**config.mk**
```make
export PLATFORM = sky130hd
export DESIGN_NAME = led_status_driver
export DESIGN_NICKNAME = d
export VERILOG_FILES = /design/src/rtl/led_status_driver_pkg.sv /design/src/rtl/led_status_driver_blink_divider.sv /design/src/rtl/led_status_driver.sv
export SDC_FILE = /design/constraint.sdc
export NUM_CORES = 1
export LEC_CHECK = 0
export BUFFER_PORTS_ARGS = -buffer_cell sky130_fd_sc_hd__buf_2
export CORE_MARGIN = 4
export CORE_UTILIZATION = 64
export CTS_CLUSTER_SIZE = 20
export DETAILED_ROUTE_END_ITERATION = 7
export PLACE_DENSITY = 0.83
export SLEW_MARGIN = 20
export SYNTH_ARGS = -nofsm -noshare
export SYNTH_HDL_FRONTEND = slang
export SYNTH_SLANG_ARGS = --single-unit
```
**constraint.sdc**
```tcl
create_clock -name CLK -period 5.4 [get_ports CLK]
set_clock_uncertainty 0.05 [all_clocks]
set_input_delay 0.27 -clock CLK [delete_from_list [all_inputs] [get_ports CLK]]
set_output_delay 0.27 -clock CLK [all_outputs]
set_load 0.05 [all_outputs]
```
**src/rtl/led_status_driver_pkg.sv**
```systemverilog
// Shared definitions for the LED status driver.
//
// Purpose: field layout of the 12-bit arbitration result, the display FSM
// state codes, and small decode helpers used when turning a snapshot into
// LED levels.
//
// Result layout: [5:0] IE01, [11:6] IE02. Inside each 6-bit IE field,
// [2:0] are the grant bits of fn0..fn2 and [5:3] the blocked bits.

package led_status_driver_pkg;

  localparam int RESULT_W  = 12;
  localparam int IE01_BASE = 0;
  localparam int IE02_BASE = 6;
  localparam int GRANT_OFS = 0;
  localparam int BLOCK_OFS = 3;
  localparam int FN_COUNT  = 3;

  typedef enum logic [1:0] {
    ST_IDLE = 2'd0,
    ST_HOLD = 2'd1,
    ST_SHOW = 2'd2
  } led_state_e;

  // Grant wins over blocked on the same function; a blocked-only function
  // follows the blink phase.
  function automatic logic led_level(input logic [RESULT_W-1:0] snap,
                                     input int base, input int fn,
                                     input logic phase);
    return snap[base + GRANT_OFS + fn] | (snap[base + BLOCK_OFS + fn] & phase);
  endfunction

  function automatic logic any_blocked(input logic [RESULT_W-1:0] snap);
    return |{snap[IE02_BASE + BLOCK_OFS +: FN_COUNT],
             snap[IE01_BASE + BLOCK_OFS +: FN_COUNT]};
  endfunction

  function automatic logic any_granted(input logic [RESULT_W-1:0] snap);
    return |{snap[IE02_BASE + GRANT_OFS +: FN_COUNT],
             snap[IE01_BASE + GRANT_OFS +: FN_COUNT]};
  endfunction

endpackage

```
**src/rtl/led_status_driver_blink_divider.sv**
```systemverilog
// Blink phase generator for the LED status driver.
//
// Purpose: free-running counter 0..BLINK_DIV-1; the phase output toggles
// each time the counter wraps, so every phase lasts BLINK_DIV cycles.
//
// Ports:
//   CLK    in   system clock
//   RST    in   synchronous active-high reset (counter and phase to 0)
//   phase  out  current blink phase, 0 (off) right after reset

module blink_divider
  import led_status_driver_pkg::*;
#(
  parameter int BLINK_DIV = 12_500_000
) (
  input  logic CLK,
  input  logic RST,
  output logic phase
);

  localparam int CNT_W = $clog2(BLINK_DIV + 1);
  localparam logic [CNT_W-1:0] CNT_LAST = CNT_W'(BLINK_DIV - 1);

  logic [CNT_W-1:0] cnt;

  // Counter wraps at BLINK_DIV-1 and flips the phase on that same edge.
  always_ff @(posedge CLK) begin
    if (RST) begin
      cnt   <= '0;
      phase <= 1'b0;
    end else if (cnt == CNT_LAST) begin
      cnt   <= '0;
      phase <= ~phase;
    end else begin
      cnt <= cnt + CNT_W'(1);
    end
  end

endmodule

```
**src/rtl/led_status_driver.sv**
```systemverilog
// LED status driver: output end of the priority path.
//
// Purpose: registers the 12-bit arbitration result, holds each displayed
// snapshot for at least HOLD_CYCLES cycles so bouncing inputs do not
// flicker the LEDs, and blinks functions that are blocked without a grant.
// Changes arriving during a hold are not queued; the latest value wins.
//
// Ports:
//   CLK            in   system clock
//   RST            in   synchronous active-high reset
//   result[11:0]   in   arbitration result (IE01 in [5:0], IE02 in [11:6])
//   LED5..LED3     out  IE01 fn0..fn2 status
//   LED2..LED0     out  IE02 fn0..fn2 status
//   LEDRGB_red     out  any blocked bit set in the snapshot
//   LEDRGB_green   out  snapshot is all zero
//   LEDRGB_blue    out  any grant bit set in the snapshot
//   update_pulse   out  one-cycle strobe alongside new output values

module led_status_driver
  import led_status_driver_pkg::*;
#(
  parameter int HOLD_CYCLES = 50_000_000,
  parameter int BLINK_DIV   = 12_500_000,
  parameter bit ACTIVE_LOW  = 1'b0
) (
  input  logic                CLK,
  input  logic                RST,
  input  logic [RESULT_W-1:0] result,
  output logic                LED5,
  output logic                LED4,
  output logic                LED3,
  output logic                LED2,
  output logic                LED1,
  output logic                LED0,
  output logic                LEDRGB_red,
  output logic                LEDRGB_green,
  output logic                LEDRGB_blue,
  output logic                update_pulse
);

  localparam int HOLD_W = $clog2(HOLD_CYCLES + 1);
  localparam logic [HOLD_W-1:0] HOLD_LOAD = HOLD_W'(HOLD_CYCLES - 1);

  logic [RESULT_W-1:0] in_q;
  logic [RESULT_W-1:0] snap;
  logic [HOLD_W-1:0]   hold_cnt;
  led_state_e          state;
  led_state_e          state_next;
  logic                reload;
  logic                reload_q;
  logic                phase;
  logic [5:0]          led_next;
  logic [5:0]          led_q;
  logic                red_q;
  logic                green_q;
  logic                blue_q;
  logic                pulse_q;

  blink_divider #(
    .BLINK_DIV(BLINK_DIV)
  ) u_blink (
    .CLK  (CLK),
    .RST  (RST),
    .phase(phase)
  );

  always_ff @(posedge CLK) begin
    if (RST) begin
      in_q <= '0;
    end else begin
      in_q <= result;
    end
  end

  always_ff @(posedge CLK) begin
    if (RST) begin
      state <= ST_IDLE;
    end else begin
      state <= state_next;
    end
  end

  // HOLD covers exactly the cycles where hold_cnt is non-zero, so a reload
  // is only possible from IDLE or SHOW. A hold of one cycle never enters HOLD.
  always_comb begin
    state_next = state;
    reload     = 1'b0;
    unique case (state)
      ST_IDLE, ST_SHOW: begin
        if (in_q != snap) begin
          reload = 1'b1;
          if (HOLD_CYCLES > 1) begin
            state_next = ST_HOLD;
          end else begin
            state_next = (in_q == '0) ? ST_IDLE : ST_SHOW;
          end
        end
      end
      ST_HOLD: begin
        if (hold_cnt == HOLD_W'(1)) begin
          state_next = (snap == '0) ? ST_IDLE : ST_SHOW;
        end
      end
      default: state_next = ST_IDLE;
    endcase
  end

  // reload_q delays the strobe by one stage so it lines up with the
  // registered outputs that first show the new snapshot.
  always_ff @(posedge CLK) begin
    if (RST) begin
      snap     <= '0;
      hold_cnt <= '0;
      reload_q <= 1'b0;
    end else begin
      reload_q <= reload;
      if (reload) begin
        snap     <= in_q;
        hold_cnt <= HOLD_LOAD;
      end else if (hold_cnt != '0) begin
        hold_cnt <= hold_cnt - HOLD_W'(1);
      end
    end
  end

  // LED5..LED3 map IE01 fn0..fn2 and LED2..LED0 map IE02 fn0..fn2.
  always_comb begin
    led_next = '0;
    for (int fn = 0; fn < FN_COUNT; fn++) begin
      led_next[5 - fn] = led_level(snap, IE01_BASE, fn, phase);
      led_next[2 - fn] = led_level(snap, IE02_BASE, fn, phase);
    end
  end

  always_ff @(posedge CLK) begin
    if (RST) begin
      led_q   <= '0;
      red_q   <= 1'b0;
      green_q <= 1'b1;
      blue_q  <= 1'b0;
      pulse_q <= 1'b0;
    end else begin
      led_q   <= led_next;
      red_q   <= any_blocked(snap);
      green_q <= (snap == '0);
      blue_q  <= any_granted(snap);
      pulse_q <= reload_q;
    end
  end

  // Pin polarity is applied after the registers; the strobe is not a pin LED.
  assign LED5         = led_q[5] ^ ACTIVE_LOW;
  assign LED4         = led_q[4] ^ ACTIVE_LOW;
  assign LED3         = led_q[3] ^ ACTIVE_LOW;
  assign LED2         = led_q[2] ^ ACTIVE_LOW;
  assign LED1         = led_q[1] ^ ACTIVE_LOW;
  assign LED0         = led_q[0] ^ ACTIVE_LOW;
  assign LEDRGB_red   = red_q ^ ACTIVE_LOW;
  assign LEDRGB_green = green_q ^ ACTIVE_LOW;
  assign LEDRGB_blue  = blue_q ^ ACTIVE_LOW;
  assign update_pulse = pulse_q;

endmodule

```
==> key figures, run 1 <==
Timing
  • Post-route setup slack: 2.813 ns
  • Max transition margin: 45.27%
  • Final Max Slew Viols: 0
  • Worst Tran Pin Value: 0.8210 ns
  • Final Hold Vio Count: 0
  • RSZ-0062 raised after global routing: false
  • Final hold slack: 0.06501 ns
  • Setup violations, final: 0
  • Fin Setup TNS: 0 ns
  • Crit path time final: 2.587 ns
  • Fmax: 0.3866 GHz
  • Period utilization: 47.91%

Setup path
  • Data required, critical path: 5.63 ns
  • Crit path arrival time: 2.82 ns
  • CP Capture Type: register
  • Reg-to-Reg Start: snap[11]
  • R2R setup slack: 2.81 ns
  • CP Max Fanout: 32
  • RR Endpoint: hold_cnt[7]
  • Worst setup path category: reg2reg
  • Critical path destination: hold_cnt[7]
  • Crit. Startpoint: snap[11]
  • CP Launch Type: register
  • FF-to-FF path depth: 5

Power and ir drop
  • Pwr Density: 320.4 mW/mm2
  • Max VDD drop: 0.2186 mV
  • Power Internal: 962.1 uW
  • Tot Pwr: 1.313 mW
  • Switching share of power: 26.71%
  • Clk pwr share: 34.9%
  • Seq pwr share: 54.0%
  • Leakage: 1.524 nW
  • Net Sw Power: 350.6 uW
  • Combinational power share: 11.1%

Final layout
  • Most frequent cells in the layout: dfxtp_1, nor2_1, xor2_1
  • Final cell count without fillers: 504
  • # fillers: 407
  • Commonest non-fill, non-tap cell in the layout: dfxtp_1
  • Finished Core Util: 73.49%
  • Synthesis-to-finish area growth: 9.498%
  • Diodes inserted: 0
  • Fin nets: 444
  • Post-route design area: 0.004096 mm2
  • Fraction of layout cells with a size suffix above 1: 12.50%

Clock tree
  • H-tree depth: 3
  • Num Clock Sinks: 88
  • Root Buffer: clkbuf_8
  • Total CTS buffers: 9
  • Maximum clock path buffer count: 2
  • Resized cells post-CTS: 0
  • Clock slew at reported path FFs: 0.09 ns
  • CTS tree: done
  • CTS Hold Bufs: 0
  • Worst skew pair latency: 0.36 ns
  • Postcts setup bufs: 0

Floorplanning
  • Row count: 27
  • Starting Density: 67.12%
  • Die X: 84.46 um
  • Die height: 84.46 um
  • Die footprint: 0.007133 mm2
  • I/O pin total: 24
  • Core ar.: 0.005574 mm2

Synth
  • Post-synth EDFFs: 0
  • Yosys top cell by area: dfxtp_1
  • Syn Nets: 426
  • Mapped Cells: 409
  • Seq cells post-synth: 88
  • Netlist Area Pre-Place: 0.003741 mm2
  • Yosys top cell area share: 47.09%
  • Sequential area share after synthesis: 47.09%
  • Ys Warns: 0
  • Distinct cell type count after synthesis: 47
  • Synth Flop Type: dfxtp_1
  • Mean Syn Cell Area: 9.147 um2
  • Fraction of registers with async set/reset: 0%
  • Synth area leaders: dfxtp_1, xor2_1, nor2_1, a21oi_1, mux2i_1

Placed design
  • Setup WS pre-CTS: 2.699 ns
  • DP Cell Count: 488
  • PortBufs: 23
  • Placed inst area: 0.003886 mm2
  • HPWL Detailed: 4.824 mm
  • GP Congestion: 0.8829

GRT
  • Initial antenna violation count: 0
  • GRT Util Overall: 21.18%
  • Largest net degree at the start of global routing: 62
  • Gr ovfl total: 0
  • Number of global-route vias before repair: 2,784
  • First-pass GRT wire length: 12.40 mm

Routing
  • DR iter-0 viols: 175
  • DR pass1 iterations: 5
  • DRC Markers: 0
  • DR WL/cell: 14.16 um
  • Drt total wl: 7.137 mm
  • Remaining antenna violation count after routing: 0
  • Vias: 2,925
  • Via/cell ratio: 5.804

Flow run
  • Max Cap Viol: 0

Run status
  • Status: completed

Worst hold path
  • Worst min path class: in2reg
==> critical path, cell delays in order (launching register included) <==
cell      delay (ns)
dfxtp_1         0.35
xor2_1          0.17
nor4_1          0.53
a31o_2          0.80
nand2b_1        0.38
a21oi_1         0.22
==> layout make-up <==
type | instances | area (um2) | area share, %
multi-input cells | 300 | 1902 | 46.43
flip-flops and latches | 88 | 1762 | 43.01
clock buffers | 10 | 137.6 | 3.360
repair buffers | 24 | 122.6 | 2.993
well taps | 72 | 90.09 | 2.199
clock inverters | 6 | 67.56 | 1.649
inverters | 4 | 15.01 | 0.3665
==> logic make-up (layout without fill, tap and decap cells) <==
kind of cell	Yosys count	after routing	share of synthesized area, %
xor gates and xnor gates	38	38	8.896
and+or+nand+nor	182	182	26.62
DFF	88	88	47.09
buffers and inverters	21	44	2.207
muxes	14	14	3.779
adders and majority gates	3	3	1.003
AOI/OAI and AO/OA	63	63	10.40
==> registers in the layout, indices dropped and copies added, names as in the netlist <==
register / count
u_blink.cnt: 24
update_pulse: 1
reload_q: 1
LEDRGB_red: 1
state: 2
LEDRGB_blue: 1
in_q: 12
led_q: 6
u_blink.phase: 1
snap: 12
hold_cnt: 26
LEDRGB_green: 1
==> synthesized netlist by cell type (2+ instances only) <==
cell type / instances
nor2_1: 61
clkbuf_1: 10
nor4_1: 9
nor4_4: 2
nor3_1: 9
o21ai_0: 9
nand2_1: 18
nand2b_1: 4
and3_1: 2
xor2_1: 29
a31oi_1: 10
or4_1: 9
ha_1: 3
inv_1: 4
xnor2_1: 9
mux2i_1: 13
or3_1: 12
nand3_1: 14
o31ai_1: 8
buf_1: 4
dfxtp_1: 88
nand4_1: 10
buf_2: 3
nor3_2: 2
nor2b_1: 16
a21oi_1: 27
and4_1: 3
a211oi_1: 2
==> layer usage <==
layer	GRT usage (%)	wire (um)	part of all wire (%)
met2	35.58	3492	49
met4	9.209	143	2.0
met1	25.45	3204	45
met3	5.790	297	4.2
met5	0	0	0
==> power by group through the flow <==
stage	Clock (mW)	Combinational, mW	Sequential, mW
2_1_floorplan	0	0.0991	0.733
3_3_place_gp	0	0.140	0.721
3_5_place_dp	0	0.145	0.723
4_1_cts	0.473	0.145	0.709
5_1_grt	0.500	0.162	0.714
6_report	0.458	0.145	0.709
==> how the worst min path moves through the flow <==
stage                        end       start  slack (ns)  cells after the start
finish                  in_q[11]  result[11]        0.07                      2
global placement    update_pulse    reload_q        0.37                      1
global route             in_q[0]   result[0]        0.07                      2
floorplan               reload_q         RST        0.30                      1
CTS                      in_q[8]   result[8]        0.05                      2
detailed placement  update_pulse    reload_q        0.38                      1
(Power assumes the default switching activity.)
==> run 2, diff against run 1 <==
--- a/config.mk
+++ b/config.mk
@@ -5,12 +5,13 @@
 export SDC_FILE = /design/constraint.sdc
 export NUM_CORES = 1
 export LEC_CHECK = 0
+export ABC_AREA = 1
 export BUFFER_PORTS_ARGS = -buffer_cell sky130_fd_sc_hd__buf_2
 export CORE_MARGIN = 4
-export CORE_UTILIZATION = 64
+export CORE_UTILIZATION = 55
 export CTS_CLUSTER_SIZE = 20
 export DETAILED_ROUTE_END_ITERATION = 7
-export PLACE_DENSITY = 0.83
+export PLACE_DENSITY = 0.76
 export SLEW_MARGIN = 20
 export SYNTH_ARGS = -nofsm -noshare
 export SYNTH_HDL_FRONTEND = slang
==> constraint.sdc (replaced) <==
create_clock -name CLK -period 2.11 [get_ports CLK]
set_clock_uncertainty 0.05 [all_clocks]
set_input_delay 0.1055 -clock CLK [delete_from_list [all_inputs] [get_ports CLK]]
set_output_delay 0.1055 -clock CLK [all_outputs]
set_load 0.05 [all_outputs]
==> run 2 against run 1 <==
Global-route usage down 0.84 points. Total power grew to 2.8 times the previous value. Hold slack improved by 0.20 ns. Final cell count is 47% higher. Critical endpoint is now hold_cnt[25]. Largest cell class unchanged. Largest power group unchanged. Highest routed layer unchanged.
==> key figures, run 2 <==
Run status
  • Status: completed

Setup path
  • Critical path buffers and inverters: 2 (+2)
  • R2R setup slack: 0.27 ns (-2.54 ns)
  • Data required, critical path: 2.28 ns (-3.35 ns)
  • Reg-to-Reg Start: hold_cnt[0]
  • CP Max Fanout: 23 (-28%)
  • RR Endpoint: hold_cnt[25]
  • Max stage delay cell, worst path: dfxtp_1
  • Crit-path cells: inv_1 -> ha_1 -> nand2_1 -> nor2_4 -> nand2_2 -> nor2_4 -> inv_4 -> nand3_1 -> a21oi_1
  • Cell mode on critical path: nor2_4
  • Stages on the worst setup path: 9 (+4)
  • CP Launch Type: register
  • FF-to-FF path depth: 9 (+4)
  • Largest stage delay, worst path: 0.35 ns (-0.45 ns)
  • Worst setup path category: reg2reg
  • Crit path arrival time: 2.00 ns (-0.82 ns)
  • Critical path's top delay family: simple AND/OR/NAND/NOR gates
  • CP Capture Type: register

Synth
  • Yosys top cell by area: dfxtp_1
  • Mapped Cells: 597 (+46%)
  • Most common cell in the netlist: nand2_1
  • Post-synth EDFFs: 0 (unchanged)
  • Ys Warns: 0 (unchanged)
  • Distinct cell type count after synthesis: 37 (-21%)
  • Netlist Area Pre-Place: 0.004378 mm2 (+17%)
  • Sequential area share after synthesis: 40.24% (-6.9 points)
  • Commonest cells in the synthesized netlist: nand2_1, nor2_1, dfxtp_1
  • Mean Syn Cell Area: 7.333 um2 (-20%)
  • Synth area leaders: dfxtp_1, nand2_1, nor2_1, nand3_1, inv_1
  • Syn Nets: 614 (+44%)
  • Synth Flop Type: dfxtp_1
  • Fraction of registers with async set/reset: 0% (unchanged)
  • Yosys top cell area share: 40.24% (-6.9 points)
  • Seq cells post-synth: 88 (unchanged)

Placed design
  • HPWL Detailed: 6.671 mm (+38%)
  • PortBufs: 23 (unchanged)
  • GP Congestion: 0.8803 (-0.29%)

Power and ir drop
  • Switching share of power: 32.34% (+5.6 points)
  • Net Sw Power: 1.198 mW (+240%)
  • Combinational power share: 19.8% (+8.7 points)
  • Max VDD drop: 0.3798 mV (+74%)
  • Tot Pwr: 3.704 mW (+180%)
  • Clk pwr share: 30.1% (-4.8 points)
  • Power Internal: 2.506 mW (+160%)
  • Leakage: 2.042 nW (+34%)
  • Seq pwr share: 50.2% (-3.8 points)
  • Pwr Density: 761.6 mW/mm2 (+140%)

Clock tree
  • Postcts setup bufs: 0 (unchanged)
  • Num Clock Sinks: 88 (unchanged)
  • H-tree depth: 3 (unchanged)
  • Total CTS buffers: 9 (unchanged)
  • Maximum clock path buffer count: 2 (unchanged)
  • Worst skew pair latency: 0.35 ns (about the same)
  • Clock slew at reported path FFs: 0.09 ns (about the same)
  • Root Buffer: clkbuf_8
  • CTS tree: done

Final layout
  • Largest Register: hold_cnt
  • Diodes inserted: 0 (unchanged)
  • Multi-input gate area: 0.002248 mm2 (+18%)
  • Fin nets: 651 (+47%)
  • Commonest non-fill, non-tap cell in the layout: nand2_1
  • Fraction of layout cells with a size suffix above 1: 16.90% (+4.4 points)
  • Synthesis-to-finish area growth: 11.09%
  • # fillers: 671 (+65%)
  • Sequential cell area: 0.001762 mm2 (unchanged)
  • Most frequent cells in the layout: nand2_1, nor2_1, dfxtp_1
  • Largest regs: hold_cnt x26, u_blink.cnt x24
  • Max FFs per register: 26 (unchanged)

Routing
  • Vias: 3,847 (+32%)
  • Routed metal-1 wirelength: 4.383 mm (+37%)
  • DR iter-0 viols: 176 (+0.57%)
  • DR WL/cell: 12.67 um (-10%)
  • Remaining antenna violation count after routing: 0 (unchanged)
  • Via/cell ratio: 5.192 (-11%)
  • DRC Markers: 0 (unchanged)
  • Wire length on met2: 4.589 mm (+31%)
  • DR pass1 iterations: 7 (+2)
  • Drt total wl: 9.392 mm (+32%)
  • Top sig layer: met4
  • Routed length on met3: 272 um (-8.4%)

Floorplanning
  • Die footprint: 0.009452 mm2 (+33%)
  • I/O pin total: 24 (unchanged)
  • Row count: 32 (+19%)
  • Die X: 97.22 um (+15%)
  • Die height: 97.22 um (+15%)
  • Core ar.: 0.007727 mm2 (+39%)
  • Starting Density: 56.65% (-10 points)

Timing
  • Max transition margin: 66.01% (+21 points)
  • Crit path time final: 1.837 ns (-0.7496 ns)
  • RSZ-0062 raised after global routing: false
  • Worst Tran Pin Value: 0.5098 ns (-0.3112 ns)
  • Setup violations, final: 0 (unchanged)
  • Fin Setup TNS: 0 ns (unchanged)
  • Fmax: 0.5443 GHz (+41%)
  • Final Max Slew Viols: 0 (unchanged)
  • Final Hold Vio Count: 0 (unchanged)
  • Period utilization: 87.07% (+39 points)

Worst hold path
  • Hold Path Depth: 3 (+1)
  • Min-delay src: RST
  • Hold Crit Endpoint: in_q[3]
  • Worst min path class: in2reg

GRT
  • Number of global-route vias before repair: 3,673 (+32%)
  • First-pass GRT wire length: 16.28 mm (+31%)
  • GRT Util Overall: 20.33% (-0.84 points)
  • Gr ovfl total: 0 (unchanged)
  • Initial antenna violation count: 0 (unchanged)
  • Largest net degree at the start of global routing: 39 (-37%)

Flow run
  • Max Cap Viol: 0 (unchanged)
## run 2: power by group through the flow
stage	clock, mW	combinational (mW)	sequential, mW
after floorplan	0	0.542	1.93
after global placement	0	0.694	1.89
after detailed placement	0	0.708	1.89
after CTS	1.13	0.730	1.86
after global routing	1.21	0.819	1.87
final	1.11	0.733	1.86
## run 2: final cells by class
type                       count  share of cell area [%]
tap                          102                   2.624
clock inverter                 6                   1.003
clock buffer                  10                   2.830
sequential                    88                   36.22
timing repair buffer          42                   6.174
multi-input combinational    430                   46.23
inverter                      63                   4.914
## run 2: how the worst max path moves through the flow
stage                 from      endpoint
4_1_cts        hold_cnt[0]   hold_cnt[1]
6_report       hold_cnt[0]  hold_cnt[25]
3_3_place_gp   hold_cnt[0]   hold_cnt[1]
5_1_grt        hold_cnt[0]  hold_cnt[25]
2_1_floorplan  hold_cnt[0]  hold_cnt[17]
3_5_place_dp   hold_cnt[0]   hold_cnt[1]
## run 2: through the flow
step | area (um2) | worst slack [ns] | hold WS (ns) | cells | utilization, %
global route | 4863 | 0.08548 | 0.2742 | 741 | 62.94
detailed placement | 4554 | 0.1856 | 0.2620 | 713 | 58.94
global placement | 4554 | 0.2321 | 0.2556 | 713 | 58.94
CTS | 4861 | 0.1698 | 0.2549 | 741 | 62.90
finish | 4863 | 0.2727 | 0.2622 | 741 | 62.94
floorplan | 4378 | 0.4729 | 0.1625 | 597 | -
## run 2: cell families after synthesis
logic type               after synthesis  synth area share, %
AO/OA/AOI/OAI                         52                7.545
buffers and inverters                 79                8.402
XOR/XNOR                              23                4.601
flip-flops                            88                40.24
AND/OR/NAND/NOR                      352                38.35
adder cells (fa/ha/maj)                3               0.8575
## run 2: timing repair
action	4_1_cts	5_1_grt
resized for setup	0	2
hold endpoints to repair	12	0
endpoints found under the setup margin	0	3
hold buffers	12	0
## run 2: tightest hold or removal path: stages
cell    delay, ns
buf_2        0.11
buf_4        0.28
nor2_1       0.14
## run 2: per-layer routing
| metal | track usage, % | up-vias |
|---|---|---|
| met2 | 34.77 | 73 |
| met3 | 3.159 | 15 |
| met5 | 0 | - |
| met1 | 26.13 | 1768 |
| met4 | 7.029 | 0 |
| li1 | - | 1991 |
